$ cat config.mk
export PLATFORM = sky130hd
export DESIGN_NAME = booth4_pp_sequencer
export DESIGN_NICKNAME = d
export VERILOG_FILES = /design/src/rtl/booth4_pp_sequencer_pkg.sv /design/src/rtl/booth4_digit_enc.sv /design/src/rtl/booth4_pp_sequencer.sv
export SDC_FILE = /design/constraint.sdc
export NUM_CORES = 1
export LEC_CHECK = 0
export ABC_AREA = 0
export BUFFER_PORTS_ARGS = -buffer_cell sky130_fd_sc_hd__buf_2
export CORE_ASPECT_RATIO = 1.5
export CORE_MARGIN = 5
export CORE_UTILIZATION = 45
export DETAILED_ROUTE_END_ITERATION = 7
export PLACE_DENSITY = 0.64
export SLEW_MARGIN = 0
export SYNTH_ARGS = -nofsm -noshare
export SYNTH_HDL_FRONTEND = slang
export SYNTH_SLANG_ARGS = --single-unit
$ cat constraint.sdc
create_clock -name clk -period 4.4 [get_ports clk]
set_input_delay 0.44 -clock clk [delete_from_list [all_inputs] [get_ports clk]]
set_output_delay 0.44 -clock clk [all_outputs]
set_load 0.03 [all_outputs]
$ cat src/rtl/booth4_pp_sequencer_pkg.sv
// Shared definitions for the radix-4 Booth partial-product sequencer:
// Booth digit triple codes, FSM state encoding and the index-width helper.
package booth4_pp_sequencer_pkg;

  localparam logic [2:0] TRIP_ZERO_LO    = 3'b000;
  localparam logic [2:0] TRIP_PLUS_A_LO  = 3'b001;
  localparam logic [2:0] TRIP_PLUS_A_HI  = 3'b010;
  localparam logic [2:0] TRIP_PLUS_2A    = 3'b011;
  localparam logic [2:0] TRIP_MINUS_2A   = 3'b100;
  localparam logic [2:0] TRIP_MINUS_A_LO = 3'b101;
  localparam logic [2:0] TRIP_MINUS_A_HI = 3'b110;
  localparam logic [2:0] TRIP_ZERO_HI    = 3'b111;

  typedef enum logic {
    ST_IDLE = 1'b0,
    ST_EMIT = 1'b1
  } state_t;

  function automatic int idx_width(input int width);
    return (width / 2 > 1) ? $clog2(width / 2) : 1;
  endfunction

endpackage

$ cat src/rtl/booth4_digit_enc.sv
// Combinational radix-4 Booth digit encoder: bit triple + sign-extended A -> multiple.
// Negative multiples leave as one's complement; pp_neg supplies the missing +1.
module booth4_digit_enc
  import booth4_pp_sequencer_pkg::*;
#(
  parameter int WIDTH = 8
) (
  input  logic [2:0]       triple,
  input  logic [WIDTH+1:0] a_sext,
  output logic [WIDTH+1:0] pp_data,
  output logic             pp_neg
);

  always_comb begin
    pp_data = '0;
    pp_neg  = 1'b0;
    case (triple)
      TRIP_ZERO_LO, TRIP_ZERO_HI: begin
        pp_data = '0;
        pp_neg  = 1'b0;
      end
      TRIP_PLUS_A_LO, TRIP_PLUS_A_HI: begin
        pp_data = a_sext;
        pp_neg  = 1'b0;
      end
      TRIP_PLUS_2A: begin
        pp_data = a_sext << 1;
        pp_neg  = 1'b0;
      end
      TRIP_MINUS_2A: begin
        pp_data = ~(a_sext << 1);
        pp_neg  = 1'b1;
      end
      TRIP_MINUS_A_LO, TRIP_MINUS_A_HI: begin
        pp_data = ~a_sext;
        pp_neg  = 1'b1;
      end
    endcase
  end

endmodule

$ cat src/rtl/booth4_pp_sequencer.sv
// Iterative radix-4 Booth partial-product generator: one digit per pp handshake,
// registered outputs, digit 0 valid the cycle after the operand pair is accepted.
module booth4_pp_sequencer
  import booth4_pp_sequencer_pkg::*;
#(
  parameter int WIDTH = 8,
  parameter int IDXW  = idx_width(WIDTH)
) (
  input  logic             clk,
  input  logic             rst,
  input  logic             in_valid,
  output logic             in_ready,
  input  logic [WIDTH-1:0] a_in,
  input  logic [WIDTH-1:0] b_in,
  output logic             pp_valid,
  input  logic             pp_ready,
  output logic [WIDTH+1:0] pp_data,
  output logic             pp_neg,
  output logic [IDXW-1:0]  pp_idx,
  output logic             pp_last,
  output logic             busy
);

  localparam logic [IDXW-1:0] LAST_IDX = IDXW'(WIDTH / 2 - 1);
  localparam logic [IDXW-1:0] IDX_ONE  = IDXW'(1);

  state_t           state_q, state_d;
  logic [WIDTH-1:0] a_q, b_q;
  logic [IDXW-1:0]  nidx;

  logic             in_xfer, out_xfer, at_last;

  // Encoder source: live operands when loading digit 0, stored ones when stepping.
  logic [WIDTH-1:0] src_a, src_b;
  logic [IDXW-1:0]  enc_idx;
  logic [WIDTH:0]   bx;
  logic [2:0]       triple;
  logic [WIDTH+1:0] a_sext;
  logic [WIDTH+1:0] enc_data;
  logic             enc_neg;

  assign in_ready = (state_q == ST_IDLE);
  assign pp_valid = (state_q == ST_EMIT);
  assign busy     = (state_q == ST_EMIT);

  assign in_xfer  = in_valid & in_ready;
  assign out_xfer = pp_valid & pp_ready;
  assign at_last  = (pp_idx == LAST_IDX);
  assign nidx     = pp_idx + IDX_ONE;

  assign src_a   = in_ready ? a_in : a_q;
  assign src_b   = in_ready ? b_in : b_q;
  assign enc_idx = in_ready ? '0 : nidx;
  assign bx      = {src_b, 1'b0};
  assign triple  = bx[{enc_idx, 1'b0} +: 3];
  // Extend before any shift so 2A of the most negative operand still fits.
  assign a_sext  = {{2{src_a[WIDTH-1]}}, src_a};

  booth4_digit_enc #(
    .WIDTH (WIDTH)
  ) u_enc (
    .triple  (triple),
    .a_sext  (a_sext),
    .pp_data (enc_data),
    .pp_neg  (enc_neg)
  );

  always_ff @(posedge clk or posedge rst) begin
    if (rst) state_q <= ST_IDLE;
    else     state_q <= state_d;
  end

  always_comb begin
    state_d = state_q;
    case (state_q)
      ST_IDLE: if (in_xfer) state_d = ST_EMIT;
      ST_EMIT: if (out_xfer && at_last) state_d = ST_IDLE;
      default: state_d = ST_IDLE;
    endcase
  end

  always_ff @(posedge clk or posedge rst) begin
    if (rst) begin
      a_q     <= '0;
      b_q     <= '0;
      pp_idx  <= '0;
      pp_data <= '0;
      pp_neg  <= 1'b0;
      pp_last <= 1'b0;
    end else if (in_xfer) begin
      a_q     <= a_in;
      b_q     <= b_in;
      pp_idx  <= '0;
      pp_data <= enc_data;
      pp_neg  <= enc_neg;
      pp_last <= (LAST_IDX == '0);
    end else if (out_xfer) begin
      if (at_last) begin
        pp_idx  <= '0;
        pp_data <= '0;
        pp_neg  <= 1'b0;
        pp_last <= 1'b0;
      end else begin
        pp_idx  <= nidx;
        pp_data <= enc_data;
        pp_neg  <= enc_neg;
        pp_last <= (nidx == LAST_IDX);
      end
    end
  end

endmodule
==> impl_metrics.csv <==
group,metric,value,unit
worst_setup_path,cp.arrival,3.27,ns
finish,syn2layout_area_growth,14.5,%
worst_setup_path,cp_max_fo,16,
cts,cts.repair.resized,0,
synthesis,synth_compound_area_share,16.3,%
finish,final_layout_size_suffix_gt1_share,35.2,%
outcome,status,"complete, no violations",
finish,multiInputGateArea,846,sq um
synthesis,synth_cell_types,31,
global_routing,antenna_found_initial,0,
floorplan,core_area,3650,sq um
floorplan,die_area,5080,sq um
drt,vias,1259,
synthesis,synth_top_cells_by_area,"dfrtp_1, mux2_2, mux2i_1",
cts,clk_pin_slew,0.06,ns
cts,htree_levels,2,
worst_setup_path,crit_cells,8,
worst_setup_path,cp-end-kind,"flop",
drt,dr.first_iter.drc_count,28,
synthesis,synth_fa_ha_area_share,1.49,%
finish,num_antenna_cells,0,
global_routing,grt_overflow,0,
worst_setup_path,rrSetupSlack,1.30,ns
global_routing,grt_use_total,15.5,%
synthesis,syn_area,1680,sq um
synthesis,yosysTopAreaCellShare,44.7,%
cts,insertion_delay,0.27,ns
place,io_buffer_count,36,
synthesis,synth-edff-count,0,
drt,detail_route.first_pass.iterations,4,
global_routing,grt_max_degree,31,
sta,tightest_slew,1.12,ns
sta,min_period_over_period,70.5,%
sta,final-setup-viol-count,0,
sta,drv_slew,0,
synthesis,yosys.area.top_type,"dfrtp_1",
worst_setup_path,cp.required,4.56,ns
synthesis,ys_warn_count,0,
worst_setup_path,critical_path.top_delay_family,"compound AO/OA/AOI/OAI gates",
finish,utilization,52.7,%
job,maxCapViolations,0,
floorplan,dieHeight,84.8,um
cts,cts_buffers,5,
sta,fin_skew,0.00275,ns
drt,via_per_inst,5.75,
synthesis,synth_top_family_by_area,"multiplexers",
floorplan,die_x,59.9,um
synthesis,synth-seq-area-share,44.7,%
sta,fin_crit,3.10,ns
worst_setup_path,start_kind,"flop",
cts,clockBufferDepth,2,
cts,ctsHoldBuffers,0,
synthesis,muxShareOfSynthArea,19.7,%
sta,relSlewSlack,25.2,%
finish,seq_area,751,sq um
drt,wl,3.56,mm
floorplan,ios,37,
synthesis,synth-async-reset-ratio,100,%
worst_setup_path,path_cells,"inv_1, ha_1, mux2i_1, o22ai_1, a2111oi_4, nor3_1, a311o_1, a22o_1",
synthesis,synth_fp_nets,165,
floorplan,placementRows,27,
place,dp_hpwl,2.62,mm
worst_setup_path,cpMaxStageDelayCell,"a2111oi_4",
synthesis,synth_seq_cells,30,
place,post-place-ws,1.31,ns
sta,tns,0,ns
synthesis,avgSynthCellArea,11.7,sq um
synthesis,synth_xor_xnor_area_share,4.17,%
place,gp_congestion,0.703,
drt,detail-route-antenna-nets,0,
worst_hold_path,holdPathStages,2,
sta,setup_ws,1.30,ns
sta,hold_viol_final,0,
worst_setup_path,crit_buf_inv,1,
cts,clockRootBuffer,"clkbuf_8",
finish,fin_nets,198,
global_routing,grt_pass1_wl,5.99,mm
drt,wire_per_inst,16.3,um
synthesis,synthFlopType,"dfrtp_1",
cts,cts_tree,"built",
finish,nFillCells,346,
cts,cts_setup_buffers,0,
cts,clock_sinks,30,
worst_setup_path,cpPeakStageDelay,0.86,ns
worst_setup_path,critical_path_class,"flop to flop",
sta,fmax,322,MHz
worst_hold_path,hp-class,"input port to flop",
drt,route.detailed.drc,0,
global_routing,grt_pass1_vias,1276,
sta,rsz0062_at_grt,"no",
floorplan,start_util,46.0,%
worst_setup_path,ff2ff_path_depth,8,
synthesis,syn_inst,143,
synthesis,synth-simple-area-share,8.72,%
-- cells in the final DEF (no fill, tap or decap), types with 2 or more instances in the layout --
cell type  count
dfrtp_1       30
nand2b_1       2
mux2_2        16
buf_2         36
mux2i_1       15
o31ai_1        2
nor3_1        13
clkbuf_8       5
a32o_1         2
nand2_1        7
a22o_1         8
xor2_1         8
o21ai_0        2
inv_1          3
ha_1           2
nor2_1         4
a311o_1        7
clkbuf_1       2
-- worst paths after layout --
kind,end,start
min reg2reg,pp_neg$_DFFE_PP0P_,pp_neg$_DFFE_PP0P_
max in group asynchronous,b_q[6]$_DFFE_PP0P_,rst
min in group asynchronous,a_q[3]$_DFFE_PP0P_,rst
min,b_q[7]$_DFFE_PP0P_,b_in[7]
max,pp_data[5]$_DFFE_PP0P_,pp_idx[0]$_DFFE_PP0P_
max reg2reg,pp_data[5]$_DFFE_PP0P_,pp_idx[0]$_DFFE_PP0P_
-- registers in the layout, indices dropped and copies added (netlist names) --
| signal | cells |
|---|---|
| a_q | 8 |
| b_q | 8 |
| busy | 1 |
| pp_data | 9 |
| pp_idx | 2 |
| pp_last | 1 |
| pp_neg | 1 |
-- logic make-up (layout without fill, tap and decap cells) --
logic type | count (synthesis) | count (layout)
xor gates and xnor gates | 8 | 8
adders and majority gates | 2 | 2
AOI/OAI and AO/OA | 28 | 28
buffers and inverters | 14 | 47
DFF | 30 | 30
and+or+nand+nor | 30 | 30
muxes | 31 | 31
-- cell type report --
type | instances | area share, %
Clock buffer | 7 | 3.97
Inverter | 4 | 0.781
Multi-Input combinational cell | 99 | 44.0
Sequential cell | 30 | 39.1
Tap cell | 43 | 2.80
Timing Repair Buffer | 36 | 9.38
-- layer usage --
layer | up-vias | share of wire, % | global-route usage (%)
met5 | - | 0 | 0
met4 | 0 | 1.6 | 6.05
met3 | 5 | 4.9 | 4.72
met2 | 34 | 54 | 26.7
met1 | 619 | 39 | 17.2
li1 | 601 | - | -
-- cell usage after synthesis, drive strengths merged, types with 2 or more instances --
| cell | number |
|---|---|
| dfrtp | 30 |
| mux2 | 16 |
| mux2i | 15 |
| nor3 | 14 |
| buf | 10 |
| a22o | 8 |
| xor2 | 8 |
| a311o | 7 |
| nand2 | 7 |
| inv | 4 |
| nor2 | 4 |
| o21ai | 3 |
| a32o | 2 |
| ha | 2 |
| nand2b | 2 |
| o31ai | 2 |
-- stage by stage --
stage / instance area (sq um) / hold WS, ns / instances
after CTS: 1920 / 0.388 / 219
final: 1920 / 0.394 / 219
after detailed placement: 1850 / 0.482 / 212
after global placement: 1850 / 0.475 / 212
after floorplan: 1680 / 0.479 / 143
after global routing: 1920 / 0.387 / 219
Power is not shown: default switching activity piles up to over one toggle a cycle in this logic, so the estimate is an artifact.
